<file path="src/rtl/pipeline_ctrl_pkg.sv">
// ---------------------------------------------------------------------------
// pipe_ctrl_pkg
//
// Shared types for the pipeline hazard/stall controller:
//   state_e     - controller state (RUN, WAIT, HALT)
//   REG_ZERO    - register $0, which never carries a real dependency
//   pipe_ctl_t  - hold/flush bundle driven to the PC and pipeline registers
// ---------------------------------------------------------------------------
package pipe_ctrl_pkg;

    typedef enum logic [1:0] {
        RUN  = 2'd0,
        WAIT = 2'd1,
        HALT = 2'd2
    } state_e;

    localparam logic [4:0] REG_ZERO = 5'd0;

    // Hold = register keeps its value; flush = register loads a bubble.
    // A flush only has an effect while the matching hold is 0.
    typedef struct packed {
        logic pc_hold;
        logic ifid_hold;
        logic idex_hold;
        logic exmem_hold;
        logic ifid_flush;
        logic idex_flush;
        logic memwb_flush;
    } pipe_ctl_t;

endpackage

</file>
<file path="src/rtl/pipeline_ctrl_hazard_detect.sv">
// ---------------------------------------------------------------------------
// hazard_detect
//
// Combinational load-use detector. Flags the case where the instruction in
// ID reads a register that a load currently in EX has not yet produced.
//
// Ports:
//   id_valid, id_uses_rs, id_uses_rt  in   ID instruction effective / reads rs / rt
//   id_rs, id_rt                      in   ID source register numbers
//   ex_valid, ex_memread              in   EX instruction effective / is a load
//   ex_rt                             in   EX load destination register
//   lu                                out  load-use hazard
// ---------------------------------------------------------------------------
module hazard_detect
    import pipe_ctrl_pkg::*;
(
    input  logic       id_valid,
    input  logic       id_uses_rs,
    input  logic       id_uses_rt,
    input  logic [4:0] id_rs,
    input  logic [4:0] id_rt,
    input  logic       ex_valid,
    input  logic       ex_memread,
    input  logic [4:0] ex_rt,
    output logic       lu
);

    logic load_in_ex;
    logic rs_hit;
    logic rt_hit;

    // A load targeting $0 produces nothing anyone can depend on.
    assign load_in_ex = ex_valid && ex_memread && (ex_rt != REG_ZERO);
    assign rs_hit     = id_uses_rs && (ex_rt == id_rs);
    assign rt_hit     = id_uses_rt && (ex_rt == id_rt);
    assign lu         = id_valid && load_in_ex && (rs_hit || rt_hit);

endmodule

</file>
<file path="src/rtl/pipeline_ctrl.sv">
// ---------------------------------------------------------------------------
// pipeline_ctrl
//
// Central hazard and stall controller for the 5-stage MIPS pipeline.
// Sequences load-use stalls, taken-branch flushes, multi-cycle data-memory
// waits and the halt state, and keeps performance counters.
//
// Parameters:
//   MEM_LAT  extra cycles a data-memory access stays in MEM (0 = single cycle)
//   CNT_W    performance counter width
//
// Ports:
//   clk, rst                          in   clock; synchronous active-low reset
//   id_valid/id_uses_rs/id_uses_rt    in   ID instruction qualifiers
//   id_rs, id_rt                      in   ID source registers
//   ex_valid, ex_memread, ex_rt       in   EX load information
//   mem_acc                           in   MEM holds an effective load/store
//   branch_taken                      in   EX resolved a taken branch/jump
//   halt_req                          in   WB holds an effective exit syscall
//   resume                            in   pulse leaving HALT
//   pc_hold .. exmem_hold             out  register holds (1 = hold)
//   ifid_flush, idex_flush,
//   memwb_flush                       out  bubble inserts
//   halted                            out  controller is in HALT
//   cycle_cnt, stall_cnt, flush_cnt   out  performance counters (wrapping)
//   state_dbg                         out  current controller state
// ---------------------------------------------------------------------------
module pipeline_ctrl
    import pipe_ctrl_pkg::*;
#(
    parameter int MEM_LAT = 2,
    parameter int CNT_W   = 32
) (
    input  logic             clk,
    input  logic             rst,
    input  logic             id_valid,
    input  logic             id_uses_rs,
    input  logic             id_uses_rt,
    input  logic [4:0]       id_rs,
    input  logic [4:0]       id_rt,
    input  logic             ex_valid,
    input  logic             ex_memread,
    input  logic [4:0]       ex_rt,
    input  logic             mem_acc,
    input  logic             branch_taken,
    input  logic             halt_req,
    input  logic             resume,
    output logic             pc_hold,
    output logic             ifid_hold,
    output logic             idex_hold,
    output logic             exmem_hold,
    output logic             ifid_flush,
    output logic             idex_flush,
    output logic             memwb_flush,
    output logic             halted,
    output logic [CNT_W-1:0] cycle_cnt,
    output logic [CNT_W-1:0] stall_cnt,
    output logic [CNT_W-1:0] flush_cnt,
    output logic [1:0]       state_dbg
);

    localparam int WCNT_W = (MEM_LAT < 1) ? 1 : $clog2(MEM_LAT + 1);
    localparam bit HAS_WAIT = (MEM_LAT > 0);
    // Entering WAIT already accounts for the first held cycle.
    localparam logic [WCNT_W-1:0] WCNT_LOAD = HAS_WAIT ? WCNT_W'(MEM_LAT - 1) : '0;

    state_e            state;
    state_e            state_nxt;
    logic [WCNT_W-1:0] wcnt;
    logic [WCNT_W-1:0] wcnt_nxt;
    pipe_ctl_t         ctl;
    logic              lu;
    logic              mw;
    logic              br_flush;

    hazard_detect u_hazard_detect (
        .id_valid   (id_valid),
        .id_uses_rs (id_uses_rs),
        .id_uses_rt (id_uses_rt),
        .id_rs      (id_rs),
        .id_rt      (id_rt),
        .ex_valid   (ex_valid),
        .ex_memread (ex_memread),
        .ex_rt      (ex_rt),
        .lu         (lu)
    );

    // Next-state and control outputs. Priority: reset > HALT > memory wait
    // > branch > load-use.
    always_comb begin
        ctl       = '0;
        state_nxt = state;
        wcnt_nxt  = wcnt;
        mw        = 1'b0;
        br_flush  = 1'b0;

        if (!rst) begin
            // Reset drains every stage with bubbles; registers are cleared in
            // the sequential block.
            ctl.ifid_flush  = 1'b1;
            ctl.idex_flush  = 1'b1;
            ctl.memwb_flush = 1'b1;
        end else begin
            case (state)
                HALT: begin
                    ctl.pc_hold    = 1'b1;
                    ctl.ifid_hold  = 1'b1;
                    ctl.idex_hold  = 1'b1;
                    ctl.exmem_hold = 1'b1;
                    if (resume) begin
                        state_nxt = RUN;
                    end
                end
                RUN, WAIT: begin
                    mw = ((state == RUN) && mem_acc && HAS_WAIT) ||
                         ((state == WAIT) && (wcnt != '0));

                    if (mw) begin
                        // Freeze everything up to MEM; WB gets a bubble so the
                        // last retired instruction is not written twice.
                        ctl.pc_hold     = 1'b1;
                        ctl.ifid_hold   = 1'b1;
                        ctl.idex_hold   = 1'b1;
                        ctl.exmem_hold  = 1'b1;
                        ctl.memwb_flush = 1'b1;
                    end else if (branch_taken) begin
                        // Squashes the ID instruction, so any load-use on it
                        // is moot.
                        ctl.ifid_flush = 1'b1;
                        ctl.idex_flush = 1'b1;
                        br_flush       = 1'b1;
                    end else if (lu) begin
                        ctl.pc_hold    = 1'b1;
                        ctl.ifid_hold  = 1'b1;
                        ctl.idex_flush = 1'b1;
                    end

                    if (state == RUN) begin
                        if (halt_req) begin
                            state_nxt = HALT;
                        end else if (mw) begin
                            state_nxt = WAIT;
                            wcnt_nxt  = WCNT_LOAD;
                        end
                    end else begin
                        if (mw) begin
                            wcnt_nxt = wcnt - WCNT_W'(1);
                        end else if (halt_req) begin
                            state_nxt = HALT;
                        end else begin
                            state_nxt = RUN;
                        end
                    end
                end
                default: begin
                    state_nxt = RUN;
                end
            endcase
        end
    end

    always_ff @(posedge clk) begin
        if (!rst) begin
            state     <= RUN;
            wcnt      <= '0;
            cycle_cnt <= '0;
            stall_cnt <= '0;
            flush_cnt <= '0;
        end else begin
            state <= state_nxt;
            wcnt  <= wcnt_nxt;
            if (state != HALT) begin
                cycle_cnt <= cycle_cnt + CNT_W'(1);
            end
            if (ctl.pc_hold && (state != HALT)) begin
                stall_cnt <= stall_cnt + CNT_W'(1);
            end
            if (br_flush) begin
                flush_cnt <= flush_cnt + CNT_W'(1);
            end
        end
    end

    assign pc_hold     = ctl.pc_hold;
    assign ifid_hold   = ctl.ifid_hold;
    assign idex_hold   = ctl.idex_hold;
    assign exmem_hold  = ctl.exmem_hold;
    assign ifid_flush  = ctl.ifid_flush;
    assign idex_flush  = ctl.idex_flush;
    assign memwb_flush = ctl.memwb_flush;
    assign halted      = rst && (state == HALT);
    assign state_dbg   = state;

endmodule

</file>
<file path="config.mk">
export PLATFORM = sky130hd
export DESIGN_NAME = pipeline_ctrl
export DESIGN_NICKNAME = d
export VERILOG_FILES = /design/src/rtl/pipeline_ctrl_pkg.sv /design/src/rtl/pipeline_ctrl_hazard_detect.sv /design/src/rtl/pipeline_ctrl.sv
export SDC_FILE = /design/constraint.sdc
export NUM_CORES = 1
export LEC_CHECK = 0
export BUFFER_PORTS_ARGS = -buffer_cell sky130_fd_sc_hd__buf_2
export CAP_MARGIN = 20
export CORE_MARGIN = 2
export CORE_UTILIZATION = 42
export DETAILED_ROUTE_END_ITERATION = 7
export PLACE_DENSITY = 0.73
export SKIP_LAST_GASP = 1
export SYNTH_ARGS = -nofsm -noshare
export SYNTH_HDL_FRONTEND = slang
export SYNTH_SLANG_ARGS = --single-unit
</file>
<file path="constraint.sdc">
create_clock -name clk -period 2.39 [get_ports clk]
set_input_delay 0.1195 -clock clk [delete_from_list [all_inputs] [get_ports clk]]
set_output_delay 0.1195 -clock clk [all_outputs]
set_load 0.02 [all_outputs]
</file>
==> flow_summary.yaml <==
synth:
  yosys_warnings: 0
  synth-seq-cells: 100
  synth-edff-count: 0
  async_flop_share_pct: 0
  syn_nets: 612
  yosysMostFrequentCell: "dfxtp_1"
  syn_avg_cell_area_um2: 8.48
  synthTopCellsByArea: "dfxtp_1 (41%), xnor2_1 (6.4%), nor2_1 (5.1%), xor2_1 (4.8%), nand2_1 (4.2%)"
  syn_inst: 582
  synthTopCellsByCount: "dfxtp_1 (100), nor2_1 (67), nand2_1 (55)"
  yosysTopAreaCellShare_pct: 40.6
  seq_area_frac_synth_pct: 40.6
  ys.flop_type: "dfxtp_1"
  syn_area_mm2: 0.00493
  synth_largest_area_cell: "dfxtp_1"
  synth.distinct_cells: 50
clock_tree:
  htree_levels: 3
  cts_hold_buf: 0
  cts-root-buf: "clkbuf_16"
  clkLatencyLatePin_ns: 0.34
  clockBufferDepth: 2
  cts_tree: "yes"
  cts_buffers: 9
  cts.sinks: 100
  clk_pin_slew_ns: 0.07
floorplan:
  core_mm2: 0.0114
  fp.dieH_um: 112
  placementRows: 39
  dieArea_mm2: 0.0126
  chipWidth_um: 112
  initial_core_util_pct: 43.2
  io_pins: 132
timing:
  hold_ws_ns: 0.0970
  slew_headroom_pct: 37.0
  tightest_slew_ns: 0.945
  tns_ns: 0
  fmax_mhz: 456
  slew_viol_final: 0
  period_minus_slack_ns: 2.19
  finalSetupViolCount: 0
  timing.final.crit_share_pct: 91.7
  fin_skew_ns: 0.00478
  hold_viol: 0
  rsz0062_at_grt: "false"
setup_path:
  path_cells: "inv_1, ha_1, nand2b_1, nand3_2, a41oi_4, or4_1, a21oi_1"
  critPathBufInv: 1
  end_kind: "flip-flop"
  cp_slowest_stage_delay_ns: 0.60
  critPathArrivalTime_ns: 2.45
  reg2reg_from: "wcnt[0]$_SDFFE_PN0P_"
  critPathKind: "flip-flop to flip-flop"
  cp_slowest_cell: "or4_1"
  r2r_cells: 7
  r2r_slack_ns: 0.20
  crit_fanout: 21
  r2r-end: "stall_cnt[28]$_SDFFE_PN0P_"
  crit_required_ns: 2.65
  cp-start-kind: "flip-flop"
  cp_top_family: "simple AND/OR/NAND/NOR gates"
pwr:
  p_leak_nw: 2.43
  powerDensity_mw_per_mm2: 579
  ir_worst_vdd_mv: 0.554
flow_run:
  maxCapViolations: 0
global_route:
  grt_pass1_wl_mm: 20.5
  grt.total_usage_pct: 19.7
  grt_pass1_vias: 4412
  antenna_found_initial: 0
  grt_max_degree: 91
  overflow: 0
route:
  drtAntennaViolNets: 0
  num_vias: 4729
  first_iter_violations: 336
  avgRoutedWirePerCell_um: 14.9
  routed_wl_mm: 12.7
  viasPerCell: 5.54
  dr.pass1.iters: 6
  drc_errors: 0
cells_and_area:
  fin_area_mm2: 0.00604
  fillers: 1091
  multi_input_area_mm2: 0.00277
  layout-drive-gt1-share_pct: 24.5
  fin_nets: 737
  regArea_mm2: 0.00200
  area_growth_pct: 22.3
  diodes: 0
placed_design:
  gp_congestion: 0.828
  placed_cell_area_mm2: 0.00569
  dp_hpwl_mm: 8.96
  portBuffers: 131
min_path:
  min_to: "flush_cnt[1]$_SDFFE_PN0P_"
  hold_path.class: "primary input to flip-flop"
  timing.hold.worst_path_depth: 3
  hp-start: "branch_taken"
status:
  status: "complete, no violations"
## worst min-delay path: stages
cell and delay [ns]:
buf_2 0.13, nand3_1 0.08, a21oi_1 0.05
## cells by family (layout without fill, tap and decap cells)
logic type                 after synthesis  in the layout  share of synthesized area (%)
AOI/OAI and AO/OA                       88             89                           11.3
xor gates and xnor gates                63             63                           11.2
adders and majority gates                4              4                           1.01
buffers and inverters                   41            169                           3.93
DFF                                    100            100                           40.6
muxes                                    5              5                           1.01
and+or+nand+nor                        281            281                           31.0
## flip-flops by register name (all words and copies together), names as in the netlist
signal     cells
cycle_cnt     32
flush_cnt     32
stall_cnt     32
state_dbg      2
wcnt           2
## placed cells by master, fill, tap and decap left out, drive strengths merged, types with 5 or more instances in the layout
cell,instances
nand2,55
a21oi,40
nand3,36
or3,17
buf,141
mux2i,5
dfxtp,100
o21ai,15
inv,13
nor2,68
or4,23
and2,12
clkbuf,9
nand4,18
xor2,27
nand2b,7
o31ai,24
and4,11
xnor2,36
nor4,5
and3,15
nor3,7
## power by group
group / leakage (nW) / switching (mW) / internal, mW
Clock: 0.155 / 0.619 / 0.905
Sequential: 0.807 / 0.0177 / 1.68
Combinational: 1.47 / 0.178 / 0.0961
Total: 2.43 / 0.815 / 2.68
## worst max path at each step
stage	startpoint	endpoint	slack (ns)	cells past startpoint
global placement	wcnt[0]$_SDFFE_PN0P_	stall_cnt[16]$_SDFFE_PN0P_	0.09	7
global route	wcnt[0]$_SDFFE_PN0P_	stall_cnt[11]$_SDFFE_PN0P_	0.02	7
finish	wcnt[0]$_SDFFE_PN0P_	stall_cnt[28]$_SDFFE_PN0P_	0.20	7
CTS	wcnt[0]$_SDFFE_PN0P_	stall_cnt[28]$_SDFFE_PN0P_	0.05	7
floorplan	wcnt[0]$_SDFFE_PN0P_	stall_cnt[23]$_SDFFE_PN0P_	0.33	10
detailed placement	wcnt[0]$_SDFFE_PN0P_	stall_cnt[22]$_SDFFE_PN0P_	-0.04	7
## timing repair
| action | CTS | global route |
|---|---|---|
| cloned | 1 | 0 |
| pin swaps | 1 | 2 |
| setup buffers | 0 | 1 |
| endpoints found under the setup margin | 20 | 24 |
| resized for setup | 0 | 2 |
## area by class of cell
| class | count | area share [%] |
|---|---|---|
| Clock buffer | 9 | 3.73 |
| Clock inverter | 6 | 1.33 |
| Inverter | 13 | 0.808 |
| Multi-Input combinational cell | 442 | 45.9 |
| Sequential cell | 100 | 33.2 |
| Tap cell | 143 | 2.96 |
| Timing Repair Buffer | 141 | 12.1 |
## per-stage QoR
step                power (mW)  cells  setup WS, ns  util [%]
floorplan                 1.92    582         0.327         -
global placement          1.99    837        0.0919      49.8
detailed placement        2.00    837       -0.0350      49.8
CTS                       3.53    853        0.0452      52.7
global route              3.62    854        0.0208      52.9
finish                    3.50    854         0.198      52.9
## metal layers
metal / vias to the layer above / global-route usage, % / routed length, um
li1: 2309 / - / -
met1: 2243 / 24.9 / 5590
met2: 148 / 32.9 / 6120
met3: 29 / 4.48 / 707
met4: 0 / 7.72 / 303
met5: - / 0 / 0
(Power assumes the default switching activity.)
